$ cat src/rtl/grid_mm_reader.sv
// grid_mm_reader: Avalon-MM reader of the playfield with a coherent snapshot bank,
// row-clear counter and game-over latch. Define GRID_IRQ_EN to enable the irq output.
module grid_mm_reader #(
    parameter int ROWS   = 20,
    parameter int COLS   = 10,
    parameter int ADDR_W = 5
) (
    input  logic                 clk,
    input  logic                 reset_n,
    input  logic [ROWS*COLS-1:0] grid_state,
    input  logic                 row_cleared,
    input  logic                 game_over,
    input  logic [ADDR_W-1:0]    avs_address,
    input  logic                 avs_read,
    input  logic                 avs_write,
    input  logic [31:0]          avs_writedata,
    output logic [31:0]          avs_readdata,
    output logic                 avs_readdatavalid,
    output logic                 avs_waitrequest,
    output logic                 irq
);
    localparam logic [ADDR_W-1:0] STATUS_ADDR  = ADDR_W'(ROWS);
    localparam logic [ADDR_W-1:0] CONTROL_ADDR = ADDR_W'(ROWS + 1);

    typedef enum logic {IDLE, CAPTURE} state_t;

    state_t                 state_q, state_d;
    logic [ROWS*COLS-1:0]   snap_q, snap_d;
    logic                   snap_valid_q, snap_valid_d;
    logic                   clr_sticky_q, clr_sticky_d;
    logic                   go_sticky_q, go_sticky_d;
    logic [7:0]             clr_count_q, clr_count_d;
    logic                   auto_en_q, auto_en_d;
    logic                   irq_mask_q, irq_mask_d;
    logic                   rc_q, rc_d;
    logic                   go_q, go_d;
    logic [31:0]            readdata_q, readdata_d;
    logic                   rdv_q, rdv_d;
    logic                   waitreq_q, waitreq_d;
    logic                   irq_q, irq_d;

    logic rd_acc, ctrl_wr, dirty, clr_ev, go_ev;
    logic unused_wdata;

    assign unused_wdata = ^avs_writedata[31:3];

    always_comb begin
        state_d      = state_q;
        snap_d       = snap_q;
        snap_valid_d = snap_valid_q;
        clr_sticky_d = clr_sticky_q;
        go_sticky_d  = go_sticky_q;
        clr_count_d  = clr_count_q;
        auto_en_d    = auto_en_q;
        irq_mask_d   = irq_mask_q;
        rc_d         = row_cleared;
        go_d         = game_over;
        readdata_d   = '0;

        rd_acc  = avs_read && (state_q == IDLE);
        ctrl_wr = avs_write && (state_q == IDLE) && (avs_address == CONTROL_ADDR);
        dirty   = (grid_state != snap_q);
        clr_ev  = row_cleared && !rc_q;
        go_ev   = game_over && !go_q;

        if (ctrl_wr) begin
            auto_en_d = avs_writedata[2];
`ifdef GRID_IRQ_EN
            irq_mask_d = avs_writedata[3];
`endif
            if (avs_writedata[1]) begin
                clr_sticky_d = 1'b0;
                go_sticky_d  = 1'b0;
                clr_count_d  = '0;
            end
        end
        // Events are applied after the clear so a coincident event survives it.
        if (clr_ev) begin
            clr_sticky_d = 1'b1;
            if (clr_count_d != 8'hFF)
                clr_count_d = clr_count_d + 8'd1;
        end
        if (go_ev)
            go_sticky_d = 1'b1;

        case (state_q)
            IDLE: begin
                if ((ctrl_wr && avs_writedata[0]) || (auto_en_q && dirty))
                    state_d = CAPTURE;
            end
            CAPTURE: begin
                snap_d       = grid_state;
                snap_valid_d = 1'b1;
                state_d      = IDLE;
            end
            default: state_d = IDLE;
        endcase

        rdv_d = rd_acc;
        if (rd_acc) begin
            for (int unsigned r = 0; r < ROWS; r++) begin
                if (avs_address == ADDR_W'(r))
                    readdata_d[COLS-1:0] = snap_q[r*COLS +: COLS];
            end
            if (avs_address == STATUS_ADDR)
                readdata_d = {16'b0, clr_count_q, 3'b0, dirty, go_sticky_q,
                              game_over, clr_sticky_q, snap_valid_q};
            if (avs_address == CONTROL_ADDR)
                readdata_d = {28'b0, irq_mask_q, auto_en_q, 2'b0};
        end

        waitreq_d = (state_d == CAPTURE);
`ifdef GRID_IRQ_EN
        irq_d = irq_mask_q && (clr_sticky_q || go_sticky_q);
`else
        irq_d = 1'b0;
`endif
    end

    always_ff @(posedge clk or negedge reset_n) begin
        if (!reset_n) begin
            state_q      <= IDLE;
            snap_q       <= '0;
            snap_valid_q <= 1'b0;
            clr_sticky_q <= 1'b0;
            go_sticky_q  <= 1'b0;
            clr_count_q  <= '0;
            auto_en_q    <= 1'b0;
            irq_mask_q   <= 1'b0;
            rc_q         <= 1'b0;
            go_q         <= 1'b0;
            readdata_q   <= '0;
            rdv_q        <= 1'b0;
            waitreq_q    <= 1'b0;
            irq_q        <= 1'b0;
        end else begin
            state_q      <= state_d;
            snap_q       <= snap_d;
            snap_valid_q <= snap_valid_d;
            clr_sticky_q <= clr_sticky_d;
            go_sticky_q  <= go_sticky_d;
            clr_count_q  <= clr_count_d;
            auto_en_q    <= auto_en_d;
            irq_mask_q   <= irq_mask_d;
            rc_q         <= rc_d;
            go_q         <= go_d;
            readdata_q   <= readdata_d;
            rdv_q        <= rdv_d;
            waitreq_q    <= waitreq_d;
            irq_q        <= irq_d;
        end
    end

    assign avs_readdata      = readdata_q;
    assign avs_readdatavalid = rdv_q;
    assign avs_waitrequest   = waitreq_q;
    assign irq               = irq_q;
endmodule

$ cat config.mk
export PLATFORM = sky130hd
export DESIGN_NAME = grid_mm_reader
export DESIGN_NICKNAME = d
export VERILOG_FILES = /design/src/rtl/grid_mm_reader.sv
export SDC_FILE = /design/constraint.sdc
export NUM_CORES = 1
export LEC_CHECK = 0
export BUFFER_PORTS_ARGS = -buffer_cell sky130_fd_sc_hd__buf_2
export CAP_MARGIN = 20
export CORE_MARGIN = 5
export CORE_UTILIZATION = 40
export CTS_CLUSTER_SIZE = 24
export DETAILED_ROUTE_END_ITERATION = 10
export PLACE_DENSITY_LB_ADDON = 0.2
export SYNTH_ARGS = -nofsm -noshare
export SYNTH_HDL_FRONTEND = slang
export SYNTH_SLANG_ARGS = --single-unit
$ cat constraint.sdc
create_clock -name clk -period 2.6 [get_ports clk]
set_input_delay 0.26 -clock clk [delete_from_list [all_inputs] [get_ports clk]]
set_output_delay 0.26 -clock clk [all_outputs]
set_load 0.05 [all_outputs]
==> flow_summary.json <==
{
  "skew_ps": 28.6,
  "largest_register_ffs": 200,
  "top_layer": "met4",
  "critPathTopFamily": "simple AND/OR/NAND/NOR gates",
  "synth.most_common_cell": "dfrtp_1",
  "routed-via-count": 11497,
  "ios": 278,
  "cts_sinks": 232,
  "core_um2": 31700,
  "antennaDiodeCount": 0,
  "track_usage": 0.272,
  "power_mw": 16.2,
  "viasPerCell": 5.62,
  "ff2ff_path_depth": 8,
  "final_nets": 1867,
  "cts_buffer_depth": 3,
  "holdWs_ps": 5.54,
  "critPathBufInv": 1,
  "layout-drive-gt1-share": 0.345,
  "die_y_um": 190,
  "wl_met1_mm": 21.6,
  "yosysSeqAreaShare": 0.449,
  "cts_buffers": 27,
  "power_density_nw_per_um2": 934,
  "worstHoldEndpoint": "snap_q[45]$_DFFE_PN0P_",
  "slew_headroom": 0.348,
  "synthFlopType": "dfrtp_1",
  "finalSetupViolations": 0,
  "post-route-util": 0.547,
  "p_leak_nw": 7.46,
  "worstSetupPathType": "flip-flop to flip-flop",
  "rsz0062_at_grt": "false",
  "avgSynthCellArea_um2": 11.0,
  "largest_register": "snap_q",
  "power.share.clock": 0.225,
  "tritoncts": "built",
  "ys_seq_elements": 232,
  "synthCells": 1181,
  "hpwl_mm": 38.8,
  "row_count": 65,
  "die_w_um": 190,
  "final.period_utilization": 0.940,
  "synth_top_area_cell": "dfrtp_1",
  "fillers": 2813,
  "drv_cap": 0,
  "fin_setup_tns_ps": 0,
  "cp_data_arrival_time_ps": 2880,
  "h-tree-depth": 1,
  "peakVddDrop_mv": 0.546,
  "syn_to_final_growth_pct": 34.1,
  "worstReg2RegStart": "snap_q[102]$_DFFE_PN0P_",
  "netlist_area_um2": 12900,
  "drc_errors": 0,
  "hold_class": "primary input to flip-flop",
  "crit_required_ps": 3030,
  "grt-ovfl-total": 0,
  "tightest_slew_ps": 976,
  "rrSetupSlack_ps": 160,
  "grt_pass1_vias": 11572,
  "cpMaxStageDelayCell": "dfrtp_1",
  "hold_start": "grid_state[45]",
  "min_period_ps": 2440,
  "power_frac_comb": 0.339,
  "r2r_end": "avs_waitrequest$_DFF_PN0_",
  "die-area_um2": 36000,
  "clkSlewWorstSetupHoldPaths_ps": 60,
  "p_int_mw": 10.1,
  "initial_utilization": 0.408,
  "synth_edf_count": 0,
  "io_buffers": 231,
  "holdPathStages": 2,
  "worst-path-max-fanout": 3,
  "synthTopCellsByCount": "dfrtp_1, mux2_2, xnor2_1, xor2_1, nand2_1",
  "slowest_delay_ps": 410,
  "swShare": 0.374,
  "synth_cell_types": 70,
  "crit_chain": "xnor2_1, nand4_1, nor4_1, buf_4, nand3_1, nor4_1, nand4_1, a31o_2",
  "slew_viol_final": 0,
  "synth_warnings": 0,
  "status": "completed",
  "p_switching_mw": 6.05,
  "ant_nets": 0,
  "crit_path_end_kind": "flip-flop",
  "root_buffer": "clkbuf_16",
  "synth_top_area_share": 0.449,
  "totalWireLength_mm": 50.3,
  "antenna_found_initial": 0,
  "wl_met3_mm": 3.92,
  "fmax_mhz": 409,
  "hold_viol": 0,
  "drtIter0Drc": 1088,
  "start_kind": "flip-flop",
  "place.gp.congestion": 1.02,
  "async_reset_ff_frac": 1.00,
  "synth_area_leaders": "dfrtp_1, mux2_2, xnor2_1",
  "post_cts_buffers": 0,
  "grt_max_degree": 116,
  "insertion_delay_ps": 540,
  "drt-pass1-iter-count": 6,
  "seqPwrFrac": 0.437,
  "grt_pass1_wl_mm": 73.1,
  "routedWlPerCell_um": 24.6,
  "route.met2.wl_mm": 22.6
}
[placed cells by master (no fill, tap or decap), types with 21 or more instances in the layout]
| cell | Yosys | final |
|---|---|---|
| xor2_1 | 74 | 74 |
| inv_1 | 40 | 40 |
| nor2_1 | 31 | 31 |
| buf_2 | 17 | 230 |
| a21oi_1 | 36 | 36 |
| clkbuf_16 | 0 | 27 |
| o21ai_0 | 47 | 47 |
| buf_4 | 20 | 84 |
| mux2_2 | 180 | 180 |
| nand2_1 | 66 | 66 |
| dfrtp_1 | 232 | 231 |
| nor4_1 | 30 | 30 |
| dlygate4sd3_1 | 0 | 145 |
| o22ai_1 | 21 | 21 |
| a22oi_1 | 25 | 25 |
| xnor2_1 | 102 | 102 |
| nand4_1 | 41 | 41 |
[what timing repair did]
action / 4_1_cts / 5_1_grt
hold buffers: 143 / 2
gates resized for setup: 0 / 2
endpoints found under the hold margin: 192 / 2
endpoints found under the setup margin: 0 / 1
[per-layer routing]
layer | global-route usage | vias to the layer above
met5 | 0 | -
met4 | 0.0943 | 0
met3 | 0.0532 | 96
met2 | 0.428 | 535
met1 | 0.377 | 5705
li1 | - | 5161
[worst max-delay path by stage]
stage	startpoint	endpoint	slack, ps	depth (start not counted)
2_1_floorplan	avs_address[1]	clr_count_q[3]$_DFF_PN0_	320	11
3_3_place_gp	avs_address[1]	clr_count_q[3]$_DFF_PN0_	20	12
3_5_place_dp	avs_address[1]	clr_count_q[3]$_DFF_PN0_	-80	12
4_1_cts	snap_q[175]$_DFFE_PN0P_	avs_waitrequest$_DFF_PN0_	140	8
5_1_grt	snap_q[102]$_DFFE_PN0P_	avs_waitrequest$_DFF_PN0_	30	8
6_report	snap_q[102]$_DFFE_PN0P_	avs_waitrequest$_DFF_PN0_	160	8
[through the flow]
stage               setup WS, ps  instances  cell area (um2)
finish                       155       2044            17300
global route                30.0       2044            17300
CTS                          136       2042            17300
detailed placement         -75.5       1851            15100
global placement            21.5       1851            15100
floorplan                    321       1197            13000
[cell families (layout without fill, tap and decap cells)]
group           Yosys count  after routing  share of synthesized area
buf+inv                 109            554                     0.0397
flops                   232            232                      0.449
other cells               1             17                   0.000290
mux                     187            187                      0.163
simple gates            255            255                      0.110
compound gates          220            220                      0.118
fa+ha+maj                 1              1                   0.000967
xor+xnor                176            176                      0.119
[final cells by class]
class	instances	area, um2	area share
repair buffers	466	3370	0.194
clock buffers	40	764	0.0441
flip-flops and latches	232	5810	0.335
well taps	402	503	0.0290
multi-input cells	856	6680	0.385
inverters	40	150	0.00866
clock inverters	8	68.8	0.00397
[power by group through the flow]
stage	combinational (mW)	sequential, mW	clock [mW]
floorplan	3.48	6.34	0
global placement	5.20	6.98	0
detailed placement	5.28	7.05	0
CTS	5.48	6.99	3.69
global route	5.89	7.21	3.85
finish	5.49	7.07	3.64
Note: power is estimated with default switching activity, not from simulation.
